## src/rtl/controlador_entrada_saida_pkg.sv

```systemverilog
// Shared definitions for the I/O controller: FSM state encodings, data widths
// and the switch sign-extension helper. The control unit imports the same
// package, so the debug state value decodes the same way on both sides.
package controlador_entrada_saida_pkg;

   localparam int LARGURA_SWITCH = 9;
   localparam int LARGURA_DADO   = 32;

   typedef enum logic [2:0] {
      OCIOSO              = 3'd0,
      ESPERA_SOLTA        = 3'd1,
      ESPERA_APERTO       = 3'd2,
      ESCREVE             = 3'd3,
      SAIDA_ESPERA_SOLTA  = 3'd4,
      SAIDA_ESPERA_APERTO = 3'd5
   } estadoT;

   // Replicates the switch sign bit into the upper bits of the data word.
   function automatic logic [LARGURA_DADO-1:0] estendeSinal(input logic [LARGURA_SWITCH-1:0] valor);
      return {{(LARGURA_DADO-LARGURA_SWITCH){valor[LARGURA_SWITCH-1]}}, valor};
   endfunction

endpackage

```

## src/rtl/controlador_entrada_saida_if.sv

```systemverilog
// Bundle of the signals exchanged between the I/O controller, the control
// unit / register bank and the board-level switches, button and display.
interface controlador_entrada_saida_if;
   import controlador_entrada_saida_pkg::*;

   logic                      enter;
   logic [LARGURA_SWITCH-1:0] entradaSwitch;
   logic                      pedidoEntrada;
   logic                      pedidoSaida;
   logic [LARGURA_DADO-1:0]   dadoSaidaBanco;
   logic [LARGURA_DADO-1:0]   dadoEntrada;
   logic                      escreveBanco;
   logic                      pcHabilita;
   logic [LARGURA_DADO-1:0]   dadoDisplay;
   logic                      displayValido;
   logic [2:0]                estado;

   // Side that drives requests, raw button and switches (control unit / board).
   modport master (
      output enter, entradaSwitch, pedidoEntrada, pedidoSaida, dadoSaidaBanco,
      input  dadoEntrada, escreveBanco, pcHabilita, dadoDisplay, displayValido, estado
   );

   // The I/O controller itself.
   modport slave (
      input  enter, entradaSwitch, pedidoEntrada, pedidoSaida, dadoSaidaBanco,
      output dadoEntrada, escreveBanco, pcHabilita, dadoDisplay, displayValido, estado
   );

endinterface

```

## src/rtl/controlador_entrada_saida_debounce.sv

```systemverilog
// Synchronizer plus debounce for the enter pushbutton. The raw button goes
// through two flops, then a saturating counter tracks how many consecutive
// synchronized samples matched the level the FSM is waiting for. estavel
// pulses on the sample that completes the required run.
module sincronizadorDebounce #(
   parameter int DEBOUNCE_CICLOS = 4,
   parameter int LARGURA_CONT    = 8
) (
   input  logic clock,
   input  logic reset,
   input  logic enter,
   input  logic nivelEsperado,
   input  logic limpa,
   output logic estavel
);

   localparam logic [LARGURA_CONT-1:0] ALVO = LARGURA_CONT'(DEBOUNCE_CICLOS - 1);
   localparam logic [LARGURA_CONT-1:0] TETO = LARGURA_CONT'(DEBOUNCE_CICLOS);

   logic                    sinc1;
   logic                    sinc2;
   logic [LARGURA_CONT-1:0] contador;
   logic                    concorda;

   assign concorda = (sinc2 == nivelEsperado);

   // Two-flop synchronizer; resets to "released" so a reset never looks like a press.
   always_ff @(posedge clock) begin
      if (reset) begin
         sinc1 <= 1'b1;
         sinc2 <= 1'b1;
      end else begin
         sinc1 <= enter;
         sinc2 <= sinc1;
      end
   end

   // Run-length counter: cleared by a disagreeing sample or a state change, saturates instead of wrapping.
   always_ff @(posedge clock) begin
      if (reset || limpa || !concorda) begin
         contador <= '0;
      end else if (contador != TETO) begin
         contador <= contador + 1'b1;
      end
   end

   assign estavel = concorda && (contador == ALVO);

endmodule

```

## src/rtl/controlador_entrada_saida.sv

```systemverilog
// I/O controller: stalls the program counter while an input or output
// instruction waits for the operator to release and then press enter.
// Input instructions latch the sign-extended switches and pulse a register
// bank write; output instructions capture a register value for the display.
module controlador_entrada_saida
   import controlador_entrada_saida_pkg::*;
#(
   parameter int DEBOUNCE_CICLOS = 4,
   parameter int LARGURA_CONT    = 8
) (
   input logic                           clock,
   input logic                           reset,
   controlador_entrada_saida_if.slave    es
);

   estadoT                  estado;
   estadoT                  estadoProx;
   logic                    estavel;
   logic                    nivelEsperado;
   logic                    limpa;
   logic                    escreveBanco;
   logic                    pcHabilita;
   logic [LARGURA_DADO-1:0] dadoEntradaReg;
   logic [LARGURA_DADO-1:0] dadoDisplayReg;
   logic                    displayValidoReg;

   sincronizadorDebounce #(
      .DEBOUNCE_CICLOS(DEBOUNCE_CICLOS),
      .LARGURA_CONT   (LARGURA_CONT)
   ) uDebounce (
      .clock        (clock),
      .reset        (reset),
      .enter        (es.enter),
      .nivelEsperado(nivelEsperado),
      .limpa        (limpa),
      .estavel      (estavel)
   );

   assign limpa = (estadoProx != estado);

   // State register.
   always_ff @(posedge clock) begin
      if (reset) begin
         estado <= OCIOSO;
      end else begin
         estado <= estadoProx;
      end
   end

   // Next-state and Moore/Mealy outputs; requests are only looked at while idle.
   always_comb begin
      estadoProx    = estado;
      nivelEsperado = 1'b1;
      escreveBanco  = 1'b0;
      pcHabilita    = 1'b0;
      case (estado)
         OCIOSO: begin
            pcHabilita = !(es.pedidoEntrada || es.pedidoSaida);
            if (es.pedidoEntrada) begin
               estadoProx = ESPERA_SOLTA;
            end else if (es.pedidoSaida) begin
               estadoProx = SAIDA_ESPERA_SOLTA;
            end
         end
         ESPERA_SOLTA: begin
            nivelEsperado = 1'b1;
            if (estavel) estadoProx = ESPERA_APERTO;
         end
         ESPERA_APERTO: begin
            nivelEsperado = 1'b0;
            if (estavel) estadoProx = ESCREVE;
         end
         ESCREVE: begin
            escreveBanco = 1'b1;
            estadoProx   = OCIOSO;
         end
         SAIDA_ESPERA_SOLTA: begin
            nivelEsperado = 1'b1;
            if (estavel) estadoProx = SAIDA_ESPERA_APERTO;
         end
         SAIDA_ESPERA_APERTO: begin
            nivelEsperado = 1'b0;
            if (estavel) estadoProx = OCIOSO;
         end
         default: begin
            estadoProx = OCIOSO;
         end
      endcase
   end

   // Data registers: switches captured on the accepted press, display captured when an output starts.
   always_ff @(posedge clock) begin
      if (reset) begin
         dadoEntradaReg   <= '0;
         dadoDisplayReg   <= '0;
         displayValidoReg <= 1'b0;
      end else begin
         if (estado == ESPERA_APERTO && estavel) begin
            dadoEntradaReg <= estendeSinal(es.entradaSwitch);
         end
         if (estado == OCIOSO && !es.pedidoEntrada && es.pedidoSaida) begin
            dadoDisplayReg   <= es.dadoSaidaBanco;
            displayValidoReg <= 1'b1;
         end
      end
   end

   assign es.dadoEntrada   = dadoEntradaReg;
   assign es.escreveBanco  = escreveBanco;
   assign es.pcHabilita    = pcHabilita;
   assign es.dadoDisplay   = dadoDisplayReg;
   assign es.displayValido = displayValidoReg;
   assign es.estado        = estado;

endmodule

```

## src/flat_wrapper.sv

```systemverilog
// flat-port wrapper written by rule: the top's interface ports become plain ports
module controlador_entrada_saida_flat import controlador_entrada_saida_pkg::*;
#(
   parameter int DEBOUNCE_CICLOS = 4,
   parameter int LARGURA_CONT    = 8
)
  (clock, reset, es_enter, es_entradaSwitch, es_pedidoEntrada, es_pedidoSaida, es_dadoSaidaBanco, es_dadoEntrada, es_escreveBanco, es_pcHabilita, es_dadoDisplay, es_displayValido, es_estado);
  controlador_entrada_saida_if es_i ();
  input logic clock;
  input logic reset;
  input wire logic [$bits(es_i.enter)-1:0] es_enter;
  input wire logic [$bits(es_i.entradaSwitch)-1:0] es_entradaSwitch;
  input wire logic [$bits(es_i.pedidoEntrada)-1:0] es_pedidoEntrada;
  input wire logic [$bits(es_i.pedidoSaida)-1:0] es_pedidoSaida;
  input wire logic [$bits(es_i.dadoSaidaBanco)-1:0] es_dadoSaidaBanco;
  output wire logic [$bits(es_i.dadoEntrada)-1:0] es_dadoEntrada;
  output wire logic [$bits(es_i.escreveBanco)-1:0] es_escreveBanco;
  output wire logic [$bits(es_i.pcHabilita)-1:0] es_pcHabilita;
  output wire logic [$bits(es_i.dadoDisplay)-1:0] es_dadoDisplay;
  output wire logic [$bits(es_i.displayValido)-1:0] es_displayValido;
  output wire logic [$bits(es_i.estado)-1:0] es_estado;
  assign es_i.enter = es_enter;
  assign es_i.entradaSwitch = es_entradaSwitch;
  assign es_i.pedidoEntrada = es_pedidoEntrada;
  assign es_i.pedidoSaida = es_pedidoSaida;
  assign es_i.dadoSaidaBanco = es_dadoSaidaBanco;
  assign es_dadoEntrada = es_i.dadoEntrada;
  assign es_escreveBanco = es_i.escreveBanco;
  assign es_pcHabilita = es_i.pcHabilita;
  assign es_dadoDisplay = es_i.dadoDisplay;
  assign es_displayValido = es_i.displayValido;
  assign es_estado = es_i.estado;
  controlador_entrada_saida #(.DEBOUNCE_CICLOS(DEBOUNCE_CICLOS), .LARGURA_CONT(LARGURA_CONT)) u_core (.clock(clock), .reset(reset), .es(es_i));
endmodule
```

## config.mk

```make
export PLATFORM = sky130hd
export DESIGN_NAME = controlador_entrada_saida_flat
export DESIGN_NICKNAME = d
export VERILOG_FILES = /design/src/rtl/controlador_entrada_saida_pkg.sv /design/src/rtl/controlador_entrada_saida_if.sv /design/src/rtl/controlador_entrada_saida_debounce.sv /design/src/rtl/controlador_entrada_saida.sv /design/src/flat_wrapper.sv
export SDC_FILE = /design/constraint.sdc
export NUM_CORES = 1
export LEC_CHECK = 0
export CAP_MARGIN = 25
export CELL_PAD_IN_SITES_DETAIL_PLACEMENT = 1
export CELL_PAD_IN_SITES_GLOBAL_PLACEMENT = 1
export CORE_UTILIZATION = 28
export DETAILED_ROUTE_END_ITERATION = 8
export GPL_TIMING_DRIVEN = 0
export MAX_ROUTING_LAYER = met4
export PLACE_DENSITY = 0.89
export SYNTH_ARGS = -nofsm -noshare
export SYNTH_HDL_FRONTEND = slang
export SYNTH_SLANG_ARGS = --single-unit
export TNS_END_PERCENT = 20
```

## constraint.sdc

```tcl
create_clock -name clock -period 1.9 [get_ports clock]
set_input_delay 0.285 -clock clock [delete_from_list [all_inputs] [get_ports clock]]
set_output_delay 0.285 -clock clock [all_outputs]
set_load 0.02 [all_outputs]
```

==> results.json <==
{
  "status": "finished clean",
  "num_io_pins": 116,
  "clock_power_share": 0.326,
  "rr_worst_depth": 6,
  "clock_sinks": 55,
  "max_freq_mhz": 547,
  "fin_tns_setup_ns": 0,
  "timing.final.hold_violations": 0,
  "cp_slowest_stage_delay_ns": 0.58,
  "grt_pass1_vias": 2277,
  "ir_drop_mv": 0.291,
  "synth_fp_nets": 328,
  "mostFrequentLayoutCells": "clkdlybuf4s50_1, nand2_1, dfxtp_1",
  "grt_overflow_total": 0,
  "slowest_stage": "clkdlybuf4s50_1",
  "period_needed_ns": 1.83,
  "yosys.area_share.simple": 0.225,
  "cp.arrival_ns": 1.54,
  "ys_seq_area_frac": 0.461,
  "crit_fanout": 25,
  "multi_input_area_um2": 1030,
  "p_per_area_nw_per_um2": 650,
  "firstDrtPassIters": 4,
  "setup-violations-final": 0,
  "required_ns": 1.62,
  "p_sw_uw": 608,
  "path_cells": "buf_4 -> clkdlybuf4s50_1",
  "grt_pass1_wl_um": 10500,
  "skew_ns": 0.0110,
  "drcViolationCount": 0,
  "yosys_warnings": 0,
  "ys_ff_latch": 55,
  "path_buf_inv": 2,
  "synth_top_area_share": 0.461,
  "synth-compound-area-share": 0.115,
  "hold_class": "register to register",
  "leakage_uw": 0.00153,
  "synth_top_family_by_area": "simple AND/OR/NAND/NOR gates",
  "whs_ns": 0.421,
  "wl_per_cell_um": 13.6,
  "drive_above_1_share": 0.186,
  "dpl_cell_area_um2": 3670,
  "endpoint_kind": "output port",
  "vias": 2353,
  "grt_max_degree": 26,
  "detailed_place_hpwl_um": 5350,
  "synth_xor_area_frac": 0.0220,
  "viasPerCell": 4.62,
  "finalCritPeriodShare": 0.963,
  "p_seq_frac": 0.502,
  "synthFlopType": "dfxtp_1",
  "path_depth": 2,
  "final_common_cell": "clkdlybuf4s50_1",
  "nets": 451,
  "syn_to_final_growth_pct": 57.4,
  "tightest_slew_ns": 0.461,
  "cts_buffers": 5,
  "drt-initial-drc-count": 37,
  "insertion_delay_ns": 0.30,
  "fin_util": 0.455,
  "coreArea_um2": 8260,
  "critPathLaunchType": "register",
  "path_delay_family": "buffers and inverters",
  "p_comb_frac": 0.172,
  "finalMaxSlewViolations": 0,
  "p_int_uw": 1840,
  "fillers": 999,
  "ff_latch_area_um2": 1110,
  "swShare": 0.249,
  "synth_edf_count": 0,
  "avgSynthCellArea_um2": 8.53,
  "yosys.area.top_type": "dfxtp_1",
  "power_uw": 2440,
  "yosysUniqueCellTypes": 38,
  "portBuffers": 115,
  "relSlewSlack": 0.693,
  "rows": 33,
  "synth-async-reset-ratio": 0,
  "grtUsageTotal": 0.152,
  "syn_area_um2": 2390,
  "ys_top_cells_by_area": "dfxtp_1, nand2_1, buf_4, a21oi_1, mux2i_1",
  "yosys.area_share.adder": 0.0105,
  "die-area_um2": 8910,
  "path_class": "register to output port",
  "initial_utilization": 0.289,
  "place.gp.congestion": 0.836,
  "die_h_um": 94.4,
  "postRouteAntennaNets": 0,
  "cts_root_buf": "clkbuf_8",
  "htree_levels": 2,
  "antenna_found_initial": 0,
  "diodes": 0,
  "min_delay_path_depth": 1,
  "die-width_um": 94.4,
  "maxCapViolCount": 0,
  "drt-total-wl_um": 6940,
  "cts.clk_slew.worst_paths_ns": 0.09,
  "synth.area.mux_share": 0.0503,
  "netlist_instances": 280,
  "final_cell_area_um2": 3760,
  "cts_tree": "yes",
  "ctsLongestPathBuffers": 2
}
-- layout make-up --
type / count / area share
Buffer: 39 / 0.0699
Clock buffer: 6 / 0.0220
Clock inverter: 2 / 0.00931
Inverter: 4 / 0.00399
Multi-Input combinational cell: 182 / 0.274
Sequential cell: 55 / 0.294
Tap cell: 105 / 0.0349
Timing Repair Buffer: 116 / 0.292
-- routing by layer --
metal | vias up | global-route usage | wire length (um)
met5 | - | - | 0
met4 | 0 | 0.0256 | 65
met3 | 6 | 0.0346 | 472
met2 | 76 | 0.270 | 3480
met1 | 1115 | 0.175 | 2920
li1 | 1156 | - | -
-- cell usage after synthesis, drive strengths merged, types with 3 or more instances --
master	number
and3	3
a21oi	34
mux2i	12
nor2	15
dfxtp	55
nand2	68
buf	31
nor3	8
a31oi	3
nand3	5
xor2	4
inv	4
clkbuf	8
-- stage by stage --
step | std cells | worst slack [ns]
floorplan | 280 | 0.275
global placement | 500 | -0.253
detailed placement | 500 | -0.286
CTS | 508 | 0.00743
global route | 509 | -0.00117
finish | 509 | 0.0704
-- registers in the layout (all words and copies together), names as in the netlist --
register and flops:
u_core.es.estado 3, u_core.es.displayValido 1, u_core.uDebounce.sinc1 1, u_core.es.dadoEntrada 9, u_core.uDebounce.sinc2 1, u_core.es.dadoDisplay 32
u_core.uDebounce.contador 8
-- logic make-up (layout without fill, tap and decap cells) --
kind of cell	count (synthesis)	count (layout)
AOI/OAI and AO/OA	46	46
xor gates and xnor gates	6	6
adders and majority gates	2	2
buffers and inverters	43	167
DFF	55	55
muxes	12	12
and+or+nand+nor	116	116
-- worst paths after layout --
kind	slack, ns	from	to
setup / recovery	0.07	u_core.es.dadoEntrada[8]	es_dadoEntrada[30]
hold / removal	0.42	u_core.uDebounce.sinc1	u_core.uDebounce.sinc2
setup reg to reg	0.14	u_core.uDebounce.contador[1]	u_core.uDebounce.contador[2]
hold reg to reg	0.42	u_core.uDebounce.sinc1	u_core.uDebounce.sinc2
-- what timing repair did --
action | 4_1_cts | 5_1_grt
setup endpoints to repair | 34 | 31
resized for setup | 6 | 26
buffers inserted | 0 | 1
pin swaps | 1 | 1
hold buffers | 0 | 0
hold endpoints to repair | 0 | 0
-- power by group through the flow --
stage | Combinational [uW] | Sequential [uW] | Clock, uW
floorplan | 151 | 1300 | 0
CTS | 423 | 1230 | 826
detailed placement | 419 | 1250 | 0
global route | 454 | 1230 | 883
global placement | 405 | 1250 | 0
finish | 421 | 1230 | 797
No activity file was read; power rests on OpenSTA's default activity.
